<file path="src/rtl/cache_array_mp.sv">
// cache_array_mp: parametrised cache storage array.
//   Byte-masked writes, two independent combinational read ports with
//   write-through bypass, and a per-entry valid bit. A flush engine
//   invalidates one entry per cycle while leaving the data untouched.
//
// Optional feature macro: CACHE_ARRAY_MP_PARITY_EN
//   When defined, one even-parity bit per entry is stored and checked on
//   non-bypassed reads. When undefined, perr0/perr1 are tied to 0.
//
// Ports:
//   clk, rst             clock, asynchronous active-high reset
//   load, windex, wmask, datain     byte-masked write request
//   rindex0/1            read indices (combinational reads)
//   dataout0/1, valid0/1 read data and entry-valid per port
//   flush_req            start an invalidate-all sweep (sampled in IDLE)
//   flush_busy           sweep in progress
//   flush_done           single-cycle pulse after the sweep
//   perr0/1              parity error per read port
module cache_array_mp #(
  parameter  int unsigned WIDTH = 32,
  parameter  int unsigned DEPTH = 8,
  localparam int unsigned IDX_W = $clog2(DEPTH),
  localparam int unsigned BE_W  = WIDTH / 8
) (
  input  logic             clk,
  input  logic             rst,
  input  logic             load,
  input  logic [IDX_W-1:0] windex,
  input  logic [BE_W-1:0]  wmask,
  input  logic [WIDTH-1:0] datain,
  input  logic [IDX_W-1:0] rindex0,
  input  logic [IDX_W-1:0] rindex1,
  output logic [WIDTH-1:0] dataout0,
  output logic [WIDTH-1:0] dataout1,
  output logic             valid0,
  output logic             valid1,
  input  logic             flush_req,
  output logic             flush_busy,
  output logic             flush_done,
  output logic             perr0,
  output logic             perr1
);

  typedef enum logic [1:0] {
    S_IDLE  = 2'd0,
    S_SWEEP = 2'd1,
    S_DONE  = 2'd2
  } state_t;

  state_t           r_state;
  state_t           w_state_nxt;
  logic [IDX_W-1:0] r_ptr;
  logic [WIDTH-1:0] r_data [DEPTH];
  logic [DEPTH-1:0] r_valid;

  logic             w_busy;
  logic             w_wr;
  logic             w_sweep_last;
  logic             w_byp0;
  logic             w_byp1;
  logic [WIDTH-1:0] w_merge;

  assign w_busy       = (r_state == S_SWEEP);
  assign flush_busy   = w_busy;
  assign flush_done   = (r_state == S_DONE);
  // Writes are dropped during a sweep so they cannot race the invalidation.
  assign w_wr         = load && !w_busy && (wmask != '0);
  assign w_sweep_last = (r_ptr == IDX_W'(DEPTH - 1));

  // Flush FSM state register
  always_ff @(posedge clk or posedge rst) begin
    if (rst) begin
      r_state <= S_IDLE;
    end else begin
      r_state <= w_state_nxt;
    end
  end

  // Flush FSM next state; flush_req only matters in IDLE
  always_comb begin
    w_state_nxt = r_state;
    case (r_state)
      S_IDLE:  if (flush_req) w_state_nxt = S_SWEEP;
      S_SWEEP: if (w_sweep_last) w_state_nxt = S_DONE;
      S_DONE:  w_state_nxt = S_IDLE;
      default: w_state_nxt = S_IDLE;
    endcase
  end

  // Sweep pointer: held at 0 outside SWEEP so every sweep starts at entry 0
  always_ff @(posedge clk or posedge rst) begin
    if (rst) begin
      r_ptr <= '0;
    end else if (w_busy) begin
      r_ptr <= r_ptr + IDX_W'(1);
    end else begin
      r_ptr <= '0;
    end
  end

  // Byte merge of write data over the currently stored word
  always_comb begin
    w_merge = r_data[windex];
    for (int b = 0; b < int'(BE_W); b++) begin
      if (wmask[b]) w_merge[8*b +: 8] = datain[8*b +: 8];
    end
  end

  // Storage and valid bits
  always_ff @(posedge clk or posedge rst) begin
    if (rst) begin
      for (int i = 0; i < int'(DEPTH); i++) begin
        r_data[i] <= '0;
      end
      r_valid <= '0;
    end else begin
      if (w_wr) begin
        r_data[windex]  <= w_merge;
        r_valid[windex] <= 1'b1;
      end
      if (w_busy) begin
        r_valid[r_ptr] <= 1'b0;
      end
    end
  end

  // Read ports with write-through bypass; valids masked while sweeping
  assign w_byp0   = w_wr && (rindex0 == windex);
  assign w_byp1   = w_wr && (rindex1 == windex);
  assign dataout0 = w_byp0 ? w_merge : r_data[rindex0];
  assign dataout1 = w_byp1 ? w_merge : r_data[rindex1];
  assign valid0   = !w_busy && (w_byp0 || r_valid[rindex0]);
  assign valid1   = !w_busy && (w_byp1 || r_valid[rindex1]);

`ifdef CACHE_ARRAY_MP_PARITY_EN
  logic [DEPTH-1:0] r_par;

  // Even parity over the full merged word, captured on each effective write
  always_ff @(posedge clk or posedge rst) begin
    if (rst) begin
      r_par <= '0;
    end else if (w_wr) begin
      r_par[windex] <= ^w_merge;
    end
  end

  assign perr0 = valid0 && !w_byp0 && ((^r_data[rindex0]) != r_par[rindex0]);
  assign perr1 = valid1 && !w_byp1 && ((^r_data[rindex1]) != r_par[rindex1]);
`else
  assign perr0 = 1'b0;
  assign perr1 = 1'b0;
`endif

endmodule

</file>
<file path="config.mk">
export PLATFORM = sky130hd
export DESIGN_NAME = cache_array_mp
export DESIGN_NICKNAME = d
export VERILOG_FILES = /design/src/rtl/cache_array_mp.sv
export SDC_FILE = /design/constraint.sdc
export NUM_CORES = 1
export LEC_CHECK = 0
export BUFFER_PORTS_ARGS = -buffer_cell sky130_fd_sc_hd__buf_4
export CAP_MARGIN = 15
export CORE_MARGIN = 2
export CORE_UTILIZATION = 30
export CTS_CLUSTER_DIAMETER = 30
export DETAILED_ROUTE_END_ITERATION = 16
export SYNTH_ARGS = -nofsm -noshare
export SYNTH_HDL_FRONTEND = slang
export SYNTH_SLANG_ARGS = --single-unit
</file>
<file path="constraint.sdc">
create_clock -name clk -period 8.9 [get_ports clk]
set_input_delay 1.335 -clock clk [delete_from_list [all_inputs] [get_ports clk]]
set_output_delay 1.335 -clock clk [all_outputs]
set_load 0.05 [all_outputs]
</file>
== Word level (Yosys, flattened, before mapping) ==
Index checks and enable logic that the tools add are counted.

* Flip-flop bits (word level): 269
* Bits of input ports: 49
* Output and inout port bits: 70
* Logic and storage cells: 82

* $add $sub $neg: 1
* $lt $le $gt $ge: 10
* Equal/unequal tests: 7
* Mux-type cells: 32
* Bitwise logic cells: 6
* Reduce and logical (&&, ||, !) cells: 15

{| class="wikitable"
|+ Operators with widths
! cell !! number
|-
| binary-select mux 32 bit (select 3 bit) || 3
|-
| 2-to-1 mux 32 bit || 9
|-
| bitwise mux 256 bit || 1
|-
| demux 32 bit (select 3 bit) || 1
|-
| 2-to-1 mux 8 bit || 6
|-
| less-than comparator 3 x 4 -> 1 bit, second input constant || 4
|-
| >= comparator 4 bit, second input constant || 3
|-
| inverter 3 -> 4 bit || 3
|-
| logical AND 1 bit || 9
|-
| bitwise AND 8 bit || 1
|-
| inverter 8 bit || 1
|-
| OR 8 bit || 1
|-
| binary-select mux 1 bit (select 3 bit) || 2
|-
| demux 1 bit (select 3 bit) || 2
|-
| == test 3 bit || 2
|-
| >= comparator 3 x 1 -> 1 bit, second input constant || 2
|-
| less-than comparator 4 x 1 -> 1 bit, second input constant || 1
|-
| 2-to-1 mux 1 bit || 4
|-
| 2-to-1 mux 2 bit || 2
|-
| case mux 2 bit (2 select lines) || 1
|-
| nonzero test 4 bit || 1
|-
| adder 3 x 1 -> 3 bit, second input constant || 1
|-
| == test 3 bit, second input constant || 1
|-
| 2-to-1 mux 3 bit || 1
|-
| other kinds (8) || 9
|}

== Depth between registers and ports, before layout ==
Gate-level depths: netlist of the first run.

* Word-level depth: 8
* Depth in mapped cells: 9
* Gate-level depth less buffers: 5

== Worst setup path after synthesis of the first run ==
OpenSTA, ideal clock, no wires.

* Path kind: input to output
* Start point: in windex[0]
* End point: out dataout0[0]
* Arrival: 3.347 ns
* Data required time: 7.565 ns
* Slack: 4.218 ns
* Stages: 8
* Buffers on the path: 4
* Path through: buf_2 -> buf_4 -> xor2_1 -> nor4_1 -> buf_2 -> buf_2 -> a211oi_1 -> a21oi_1

* Word-level cells in the longest chain between the ends: 6
* Elaborated cells between the ends (all ways): 8
* Those cells by class: eq/ne: 1; mux: 5; bitwise: 1; reduce/logical: 1

{| class="wikitable"
|+ Ends and longest elaborated chain
! what !! RTL line !! text
|-
| start, declared || 28 || <nowiki>input logic [IDX_W-1:0] windex,</nowiki>
|-
| inverter 3 -> 4 bit (implied by the code) || 103 || <nowiki>w_merge = r_data[windex];</nowiki>
|-
| binary-select mux 32 bit (select 3 bit) || 103 ||
|-
| 2-to-1 mux 32 bit (implied by the code) (2 in series) || 103 ||
|-
| 2-to-1 mux 8 bit || 105 || <nowiki>if (wmask[b]) w_merge[8*b +: 8] = datain[8*b +: 8];</nowiki>
|-
| 2-to-1 mux 32 bit * || 130 || <nowiki>assign dataout0 = w_byp0 ? w_merge : r_data[rindex0];</nowiki>
|-
| end, declared || 33 || <nowiki>output logic [WIDTH-1:0] dataout0,</nowiki>
|}

Mark *: on every way between the ends. The rest lies on a longest branch, timed or not. The select of a mux whose other input is x is not followed.

== Final worst setup path of the first run ==
* Start point: in windex[1]
* End point: out dataout1[27]

* Word-level cells in the longest chain between the ends: 6
* Elaborated cells between the ends (all ways): 8
* Those cells by class: eq/ne: 1; mux: 5; bitwise: 1; reduce/logical: 1

{| class="wikitable"
|+ Ends and longest elaborated chain
! what !! RTL line !! text
|-
| inverter 3 -> 4 bit (implied by the code) || 103 ||
|-
| binary-select mux 32 bit (select 3 bit) || 103 ||
|-
| 2-to-1 mux 32 bit (implied by the code) (2 in series) || 103 ||
|-
| 2-to-1 mux 8 bit || 105 ||
|-
| 2-to-1 mux 32 bit * || 131 || <nowiki>assign dataout1 = w_byp1 ? w_merge : r_data[rindex1];</nowiki>
|-
| end, declared || 34 || <nowiki>output logic [WIDTH-1:0] dataout1,</nowiki>
|}

Marks and branches as above.

==> key figures, run 1 <==
Run status
  • Status: finished clean

STA
  • Slew at the pin closest to its max-slew limit: 1.32 ns
  • Hold violation total from the final report: 0
  • Maximum operating frequency: 0.167 GHz
  • Final setup skew: 0.0282 ns
  • Total count of max-transition violations in the final report: 0
  • Total negative slack for setup checks: 0 ns
  • Smallest hold slack: 0.446 ns
  • Max-slew headroom: 11.5%
  • RSZ-0062 raised after global routing: no
  • Period Utilization, post-route: 67.5%
  • Clock period minus worst slack: 6.00 ns
  • Total of endpoints with negative setup slack in the final report: 0

Synth
  • XOR/XNOR share of the synthesized area: 0.305%
  • Yosys top cell area share: 39.1%
  • Proportion of synthesized chip area in sequential cells: 39.1%
  • Most numerous cell in the Yosys netlist: sky130_fd_sc_hd__nand2_1
  • Ys flop type: sky130_fd_sc_hd__dfrtp_1
  • EDFF count, synth: 0
  • Distinct cells, synth: 63
  • Fraction of the mapped netlist area in compound gates: 19.6%
  • Largest family of logic cells by synthesized area: multiplexers
  • Count of warnings emitted by yosys: 0
  • Share of async-settable or async-resettable flops after synthesis: 100%
  • Leading post-synthesis cells by cell area: sky130_fd_sc_hd__dfrtp_1, sky130_fd_sc_hd__mux4_2, sky130_fd_sc_hd__nand2_1
  • Flops & latches, synth: 269
  • Cell type with the highest aggregate area in the netlist: sky130_fd_sc_hd__dfrtp_1
  • Most frequent cells after synthesis: sky130_fd_sc_hd__nand2_1, sky130_fd_sc_hd__dfrtp_1, sky130_fd_sc_hd__mux4_2, sky130_fd_sc_hd__o21ai_1, sky130_fd_sc_hd__o21ai_0
  • Multiplexer fraction of the synthesized cell area: 23.0%
  • Post-synthesis simple-gate area fraction: 11.2%
  • Mapped Cells: 1,621
  • Summed instance area of the synthesized netlist: 0.0172 mm^2
  • Syn avg cell area: 10.6 um^2
  • Share of synthesized cell area in full adder, half adder and majority cells: 0.145%

Routing
  • DR pass1 iterations: 5
  • Drt drc: 0
  • DRT antenna net count: 0
  • Vias post-DR: 14,300
  • Average vias per placed instance: 5.76
  • Detailed Route Iter0 Violations: 1,379
  • Post-detailed-routing wire length: 59,700 um
  • Mean routed wirelength per cell: 24.1 um

Setup path
  • Critical R2R Capture: r_data[71]$_DFFE_PP0P_
  • Start of the worst register-to-register path: r_state[0]$_DFFE_PP0P_
  • Worst path arrival time: 4.67 ns
  • Max FO, Critical Path: 37
  • Type of destination of the critical path: output pin
  • Worst-path cell with the longest stage delay: sky130_fd_sc_hd__nor3_2
  • Start-to-end type of the worst setup path: primary input to output pin
  • Cell depth of the worst flop-to-flop path: 6
  • Kind of cell adding the most delay to the critical path: buffers and inverters
  • Data required, critical path: 7.57 ns
  • Longest individual stage delay on the worst path: 1.10 ns
  • Cell-by-cell trace of the critical path: buf_4 > inv_1 > nor3_2 > a221o_1 > o22ai_2 > a21oi_1 > buf_4
  • Crit path launch type: primary input
  • R2R setup slack: 6.21 ns
  • Worst Path Buf+Inv: 3
  • Library cell appearing most often on the critical path: sky130_fd_sc_hd__buf_4

Global routing
  • Overall routing resource usage: 20.0%
  • Wire length of the first global-routing pass: 91,100 um
  • Pin count of the biggest net entering global routing: 123
  • Via count of the first global-routing pass: 14,700
  • Aggregate global routing overflow: 0
  • Antenna violations before repair: 0

Pwr
  • Worst vdd ir: 142 uV
  • Switching power of the nets: 0.00273 W
  • Cell internal pwr: 0.00454 W
  • Power density over cell area: 353 mW/mm^2
  • Sequential share of power: 30.8%
  • Share of power burned in combinational logic: 33.4%
  • Share of power burned in the clock network: 35.8%
  • Reported leakage power: 8.59 nW
  • Switching part of the total power: 37.6%

Clocking
  • Number of buffers inserted to repair setup after CTS: 0
  • CTS tree: yes
  • Maximum clock path buffer count: 3
  • Number of clock buffers inserted by TritonCTS: 66
  • Register clock-pin slew on the reported worst setup and hold paths: 0.04 ns
  • CTS sink count: 269
  • Cell chosen for the clock root: sky130_fd_sc_hd__clkbuf_16
  • Post-CTS sizing: 0
  • Count of H-tree levels built during CTS: 3
  • Insertion delay to the later sink of the worst-skew pair: 0.60 ns
  • Post-CTS Hold Buffers: 0

Hold path
  • Hold wc startpoint: r_state[1]$_DFFE_PP0P_
  • Worst hold path cell count: 1
  • Terminating pin of the worst hold path: r_state[0]$_DFFE_PP0P_
  • Worst hold path type: flop to flop

Flow run
  • Max-cap violations: 0

Finish
  • Layout Area Growth over Synthesis: 19.6%
  • Number of nets at the end of the flow: 1,724
  • Fillcell total: 5,605
  • Fraction of final layout cells sized beyond drive strength 1: 26.9%
  • Inserted Diodes: 0

Die
  • Rows: 87
  • Die Footprint: 0.0593 mm^2
  • Vertical extent of the die: 244 um
  • Area inside the core boundary: 0.0566 mm^2
  • Die Span X: 244 um
  • Count of pins on the block boundary: 119
  • Starting density of the core: 30.4%

Placement
  • Post-detail-place hpwl: 35,900 um
  • Number of buffers added on ports: 116
  • Global placement routability congestion: 0.821
power groups by stage:
stage	logic [W]	registers (W)	clock network (W)
floorplan	0.00189	0.00205	0
global placement	0.00239	0.00219	0
detailed placement	0.00243	0.00223	0
CTS	0.00244	0.00222	0.00263
global route	0.00264	0.00230	0.00270
finish	0.00243	0.00224	0.00260
kinds of logic after synthesis:
family                   count (synthesis)
AO/OA/AOI/OAI                          524
AND/OR/NAND/NOR                        416
flip-flops                             269
multiplexers                           227
buffers and inverters                  176
XOR/XNOR                                 6
adder cells (fa/ha/maj)                  2
other                                    1
stage by stage:
step / cell area [um^2] / cells / setup WS [ns] / power (W) / util [%]
2_1_floorplan: 17200 / 1622 / 0.155 / 0.00394 / -
3_3_place_gp: 18200 / 2361 / 3.04 / 0.00458 / 32.1
3_5_place_dp: 18200 / 2361 / 3.02 / 0.00466 / 32.1
4_1_cts: 20600 / 2482 / 3.01 / 0.00729 / 36.4
5_1_grt: 20600 / 2482 / 2.90 / 0.00764 / 36.4
6_report: 20600 / 2482 / 2.90 / 0.00728 / 36.4
state kept, by name, indices dropped and copies added (netlist names):
| name | flops |
|---|---|
| r_data | 256 |
| r_ptr | 3 |
| r_state | 2 |
| r_valid | 8 |
worst max-delay path by stage:
stage / cells after the start / slack [ns] / endpoint / startpoint
6_report: 7 / 2.90 / dataout1[27] / windex[1]
3_3_place_gp: 7 / 3.04 / dataout1[27] / windex[1]
3_5_place_dp: 7 / 3.02 / dataout1[27] / windex[1]
5_1_grt: 7 / 2.90 / dataout0[27] / windex[1]
4_1_cts: 7 / 3.01 / dataout1[27] / windex[1]
2_1_floorplan: 1 / 0.15 / r_data[0]$_DFFE_PP0P_ / rst
layout by cell type, fill, tap and decap left out, types with 13 or more instances in the layout:
cell,instances
sky130_fd_sc_hd__a21oi_1,75
sky130_fd_sc_hd__nand2_1,281
sky130_fd_sc_hd__nand2b_1,13
sky130_fd_sc_hd__mux4_2,132
sky130_fd_sc_hd__nor2_1,22
sky130_fd_sc_hd__nor2b_1,56
sky130_fd_sc_hd__o21ai_1,115
sky130_fd_sc_hd__inv_1,17
sky130_fd_sc_hd__mux2i_1,61
sky130_fd_sc_hd__o31ai_1,56
sky130_fd_sc_hd__buf_4,139
sky130_fd_sc_hd__clkbuf_16,66
sky130_fd_sc_hd__mux2_2,32
sky130_fd_sc_hd__o21ai_0,97
sky130_fd_sc_hd__a211oi_1,58
sky130_fd_sc_hd__dfrtp_1,269
sky130_fd_sc_hd__o22ai_1,24
sky130_fd_sc_hd__a221oi_1,15
sky130_fd_sc_hd__a22oi_1,34
final cells by class:
| cell class | count | area [um^2] | area share [%] |
|---|---|---|---|
| clock buffers | 77 | 1740 | 8.47 |
| repair buffers | 139 | 1040 | 5.07 |
| well taps | 756 | 946 | 4.60 |
| flip-flops and latches | 269 | 6730 | 32.7 |
| multi-input cells | 1177 | 9370 | 45.5 |
| inverters | 20 | 82.6 | 0.401 |
| clock inverters | 44 | 663 | 3.22 |
worst reg2reg max path, delay by kind of cell (launching register included):
family,cells,cell delay [ns]
flip-flops,1,0.40
AO/OA/AOI/OAI,1,0.06
AND/OR/NAND/NOR,4,1.48
buffers and inverters,1,0.61
per-layer routing:
metal  part of all wire (%)  global-route usage, %
met1                     41                   25.9
met2                     47                   32.4
met3                    7.9                   3.91
met4                    3.6                   9.18
met5                      0                      0
No activity file was read; power rests on OpenSTA's default activity.
==> inputs of run 2 (changes only) <==
==> constraint.sdc (replaced) <==
create_clock -name clk -period 5.49 [get_ports clk]
set_input_delay 0.8235 -clock clk [delete_from_list [all_inputs] [get_ports clk]]
set_output_delay 0.8235 -clock clk [all_outputs]
set_load 0.05 [all_outputs]
==> run 2 against run 1 <==
  * Total power up 57%
  * Global-route usage down 0.27 points
  * Largest cell class unchanged
  * Critical endpoint is now dataout0[5]
  * Utilization up 0.073 points
  * Design area up 0.20%
  * Critical path type unchanged
==> key figures, run 2 (same netlist as run 1, synthesis figures left out) <==
Die
  • Die Footprint: 0.0593 mm^2 (unchanged)
  • Count of pins on the block boundary: 119 (unchanged)
  • Die Span X: 244 um (unchanged)
  • Rows: 87 (unchanged)
  • Starting density of the core: 30.4% (unchanged)
  • Vertical extent of the die: 244 um (unchanged)
  • Area inside the core boundary: 0.0566 mm^2 (unchanged)

Routing
  • Detailed Route Iter0 Violations: 1,461 (was 1,379)
  • Mean routed wirelength per cell: 23.9 um (was 24.1 um)
  • DR pass1 iterations: 6 (was 5)
  • Average vias per placed instance: 5.80 (was 5.76)
  • Drt drc: 0 (unchanged)
  • DRT antenna net count: 0 (unchanged)
  • Vias post-DR: 14,500 (was 14,300)
  • Post-detailed-routing wire length: 59,600 um (was 59,700 um)

Flow run
  • Max-cap violations: 0 (unchanged)

STA
  • Total count of max-transition violations in the final report: 0 (unchanged)
  • Total of endpoints with negative setup slack in the final report: 0 (unchanged)
  • Maximum operating frequency: 0.218 GHz
  • Clock period minus worst slack: 4.60 ns
  • Total negative slack for setup checks: 0 ns (unchanged)
  • Final setup skew: 0.0199 ns (was 0.0282 ns)
  • Period Utilization, post-route: 83.7%
  • Max-slew headroom: 12.0% (was 11.5%)
  • Hold violation total from the final report: 0 (unchanged)
  • RSZ-0062 raised after global routing: no (unchanged)
  • Slew at the pin closest to its max-slew limit: 1.31 ns (was 1.32 ns)

Finish
  • Biggest register: r_data (unchanged)
  • Inserted Diodes: 0 (unchanged)
  • Registers with the most flip-flops: r_data (256), r_valid (8), r_ptr (3) (unchanged)
  • Number of flip-flops under the largest register name: 256 (unchanged)
  • Most frequent standard cell in the layout excluding fill and tap cells: sky130_fd_sc_hd__nand2_1 (unchanged)
  • Final Core Density: 36.4% (about the same)
  • Fraction of final layout cells sized beyond drive strength 1: 27.6% (was 26.9%)
  • Number of nets at the end of the flow: 1,741 (was 1,724)
  • Top library cells by usage in the layout, fill and taps aside: sky130_fd_sc_hd__nand2_1, sky130_fd_sc_hd__dfrtp_1, sky130_fd_sc_hd__buf_4, sky130_fd_sc_hd__mux4_2, sky130_fd_sc_hd__o21ai_1 (unchanged)
  • Layout Area Growth over Synthesis: 19.8% (was 19.6%)
  • Fillcell total: 5,630 (was 5,605)

Clocking
  • Cell chosen for the clock root: sky130_fd_sc_hd__clkbuf_16 (unchanged)
  • Number of buffers inserted to repair setup after CTS: 0 (unchanged)
  • Insertion delay to the later sink of the worst-skew pair: 0.59 ns (was 0.60 ns)
  • Post-CTS sizing: 0 (unchanged)
  • Count of H-tree levels built during CTS: 2 (was 3)
  • CTS tree: yes (unchanged)
  • CTS sink count: 269 (unchanged)
  • Maximum clock path buffer count: 3 (unchanged)
  • Register clock-pin slew on the reported worst setup and hold paths: 0.05 ns (was 0.04 ns)
  • Number of clock buffers inserted by TritonCTS: 59 (was 66)
  • Post-CTS Hold Buffers: 0 (unchanged)

Pwr
  • Power density over cell area: 555 mW/mm^2 (was 353 mW/mm^2)
  • Worst vdd ir: 256 uV (was 142 uV)
  • Reported leakage power: 8.63 nW (was 8.59 nW)

Placement
  • Number of buffers added on ports: 116 (unchanged)
  • Post-detail-place hpwl: 36,400 um (was 35,900 um)
  • Global placement routability congestion: 0.813 (was 0.821)

Setup path
  • Data required, critical path: 4.67 ns (was 7.57 ns)
  • Crit path launch type: primary input (unchanged)
  • Start-to-end type of the worst setup path: primary input to output pin (unchanged)
  • Type of destination of the critical path: output pin (unchanged)
  • Max FO, Critical Path: 45 (was 37)
  • Worst path arrival time: 3.77 ns (was 4.67 ns)

Global routing
  • Overall routing resource usage: 19.8% (was 20.0%)
  • Wire length of the first global-routing pass: 90,200 um (was 91,100 um)
  • Pin count of the biggest net entering global routing: 153 (was 123)
  • Aggregate global routing overflow: 0 (unchanged)
  • Via count of the first global-routing pass: 14,600 (was 14,700)
  • Antenna violations before repair: 0 (unchanged)

Hold path
  • Worst hold path type: primary input to async pin (was flop to flop)

Run status
  • Status: finished clean (unchanged)
## run 2: cell count changes in the layout (fill, tap and decap cells not counted), sizes merged
cell	change
buf	+24
clkinvlp	-1
bufinv	-3
clkinv	-8
inv	+2
## run 2: worst paths after layout
path	startpoint	end	slack [ns]	cells past startpoint
max	windex[0]	dataout0[5]	0.89	7
min	rst	r_state[1]$_DFFE_PP0P_	0.17	2
max reg2reg	r_state[0]$_DFFE_PP0P_	r_data[100]$_DFFE_PP0P_	2.65	6
min reg2reg	r_state[1]$_DFFE_PP0P_	r_state[0]$_DFFE_PP0P_	0.44	1
max in group asynchronous	rst	r_data[175]$_DFFE_PP0P_	4.16	3
min in group clk	r_state[1]$_DFFE_PP0P_	r_state[0]$_DFFE_PP0P_	0.44	1
## run 2: area by class of cell
| class | count | area, um^2 | share of cell area [%] |
|---|---|---|---|
| Tap cell | 756 | 946 | 4.59 |
| Clock buffer | 77 | 1720 | 8.32 |
| Multi-Input combinational cell | 1177 | 9370 | 45.4 |
| Sequential cell | 269 | 6730 | 32.6 |
| Clock inverter | 34 | 469 | 2.27 |
| Timing Repair Buffer | 163 | 1310 | 6.36 |
| Inverter | 20 | 78.8 | 0.382 |
## run 2: per-stage QoR
stage	hold slack, ns	total power [W]	std cells	setup slack, ns	area [um^2]
final	0.172	0.0114	2496	0.894	20600
after global routing	0.187	0.0120	2496	0.792	20600
after CTS	0.166	0.0115	2496	0.971	20600
after detailed placement	0.434	0.00757	2385	0.960	18400
after global placement	0.425	0.00744	2385	1.01	18400
after floorplan	0.409	0.00639	1622	1.11	17200
## run 2: per-layer routing
layer,GRT usage (%),routed length (um),share of wire [%]
met1,25.8,24200,41
met2,32.6,28700,48
met3,3.14,4380,7.4
met4,8.54,2320,3.9
met5,0,0,0
## run 2: critical path, stage by stage
cell and delay [ns]:
sky130_fd_sc_hd__buf_4 0.53, sky130_fd_sc_hd__nor2b_2 1.16, sky130_fd_sc_hd__a22oi_1 0.21, sky130_fd_sc_hd__and3_1 0.26, sky130_fd_sc_hd__a21oi_2 0.38, sky130_fd_sc_hd__a21oi_1 0.14
sky130_fd_sc_hd__buf_4 0.22
## run 2: where the power goes
part | internal (W) | total, W | leakage [nW] | switching, W
sequential | 0.00278 | 0.00362 | 3.56 | 0.000838
clock | 0.00263 | 0.00386 | 1.07 | 0.00123
combinational | 0.00173 | 0.00397 | 4.01 | 0.00224
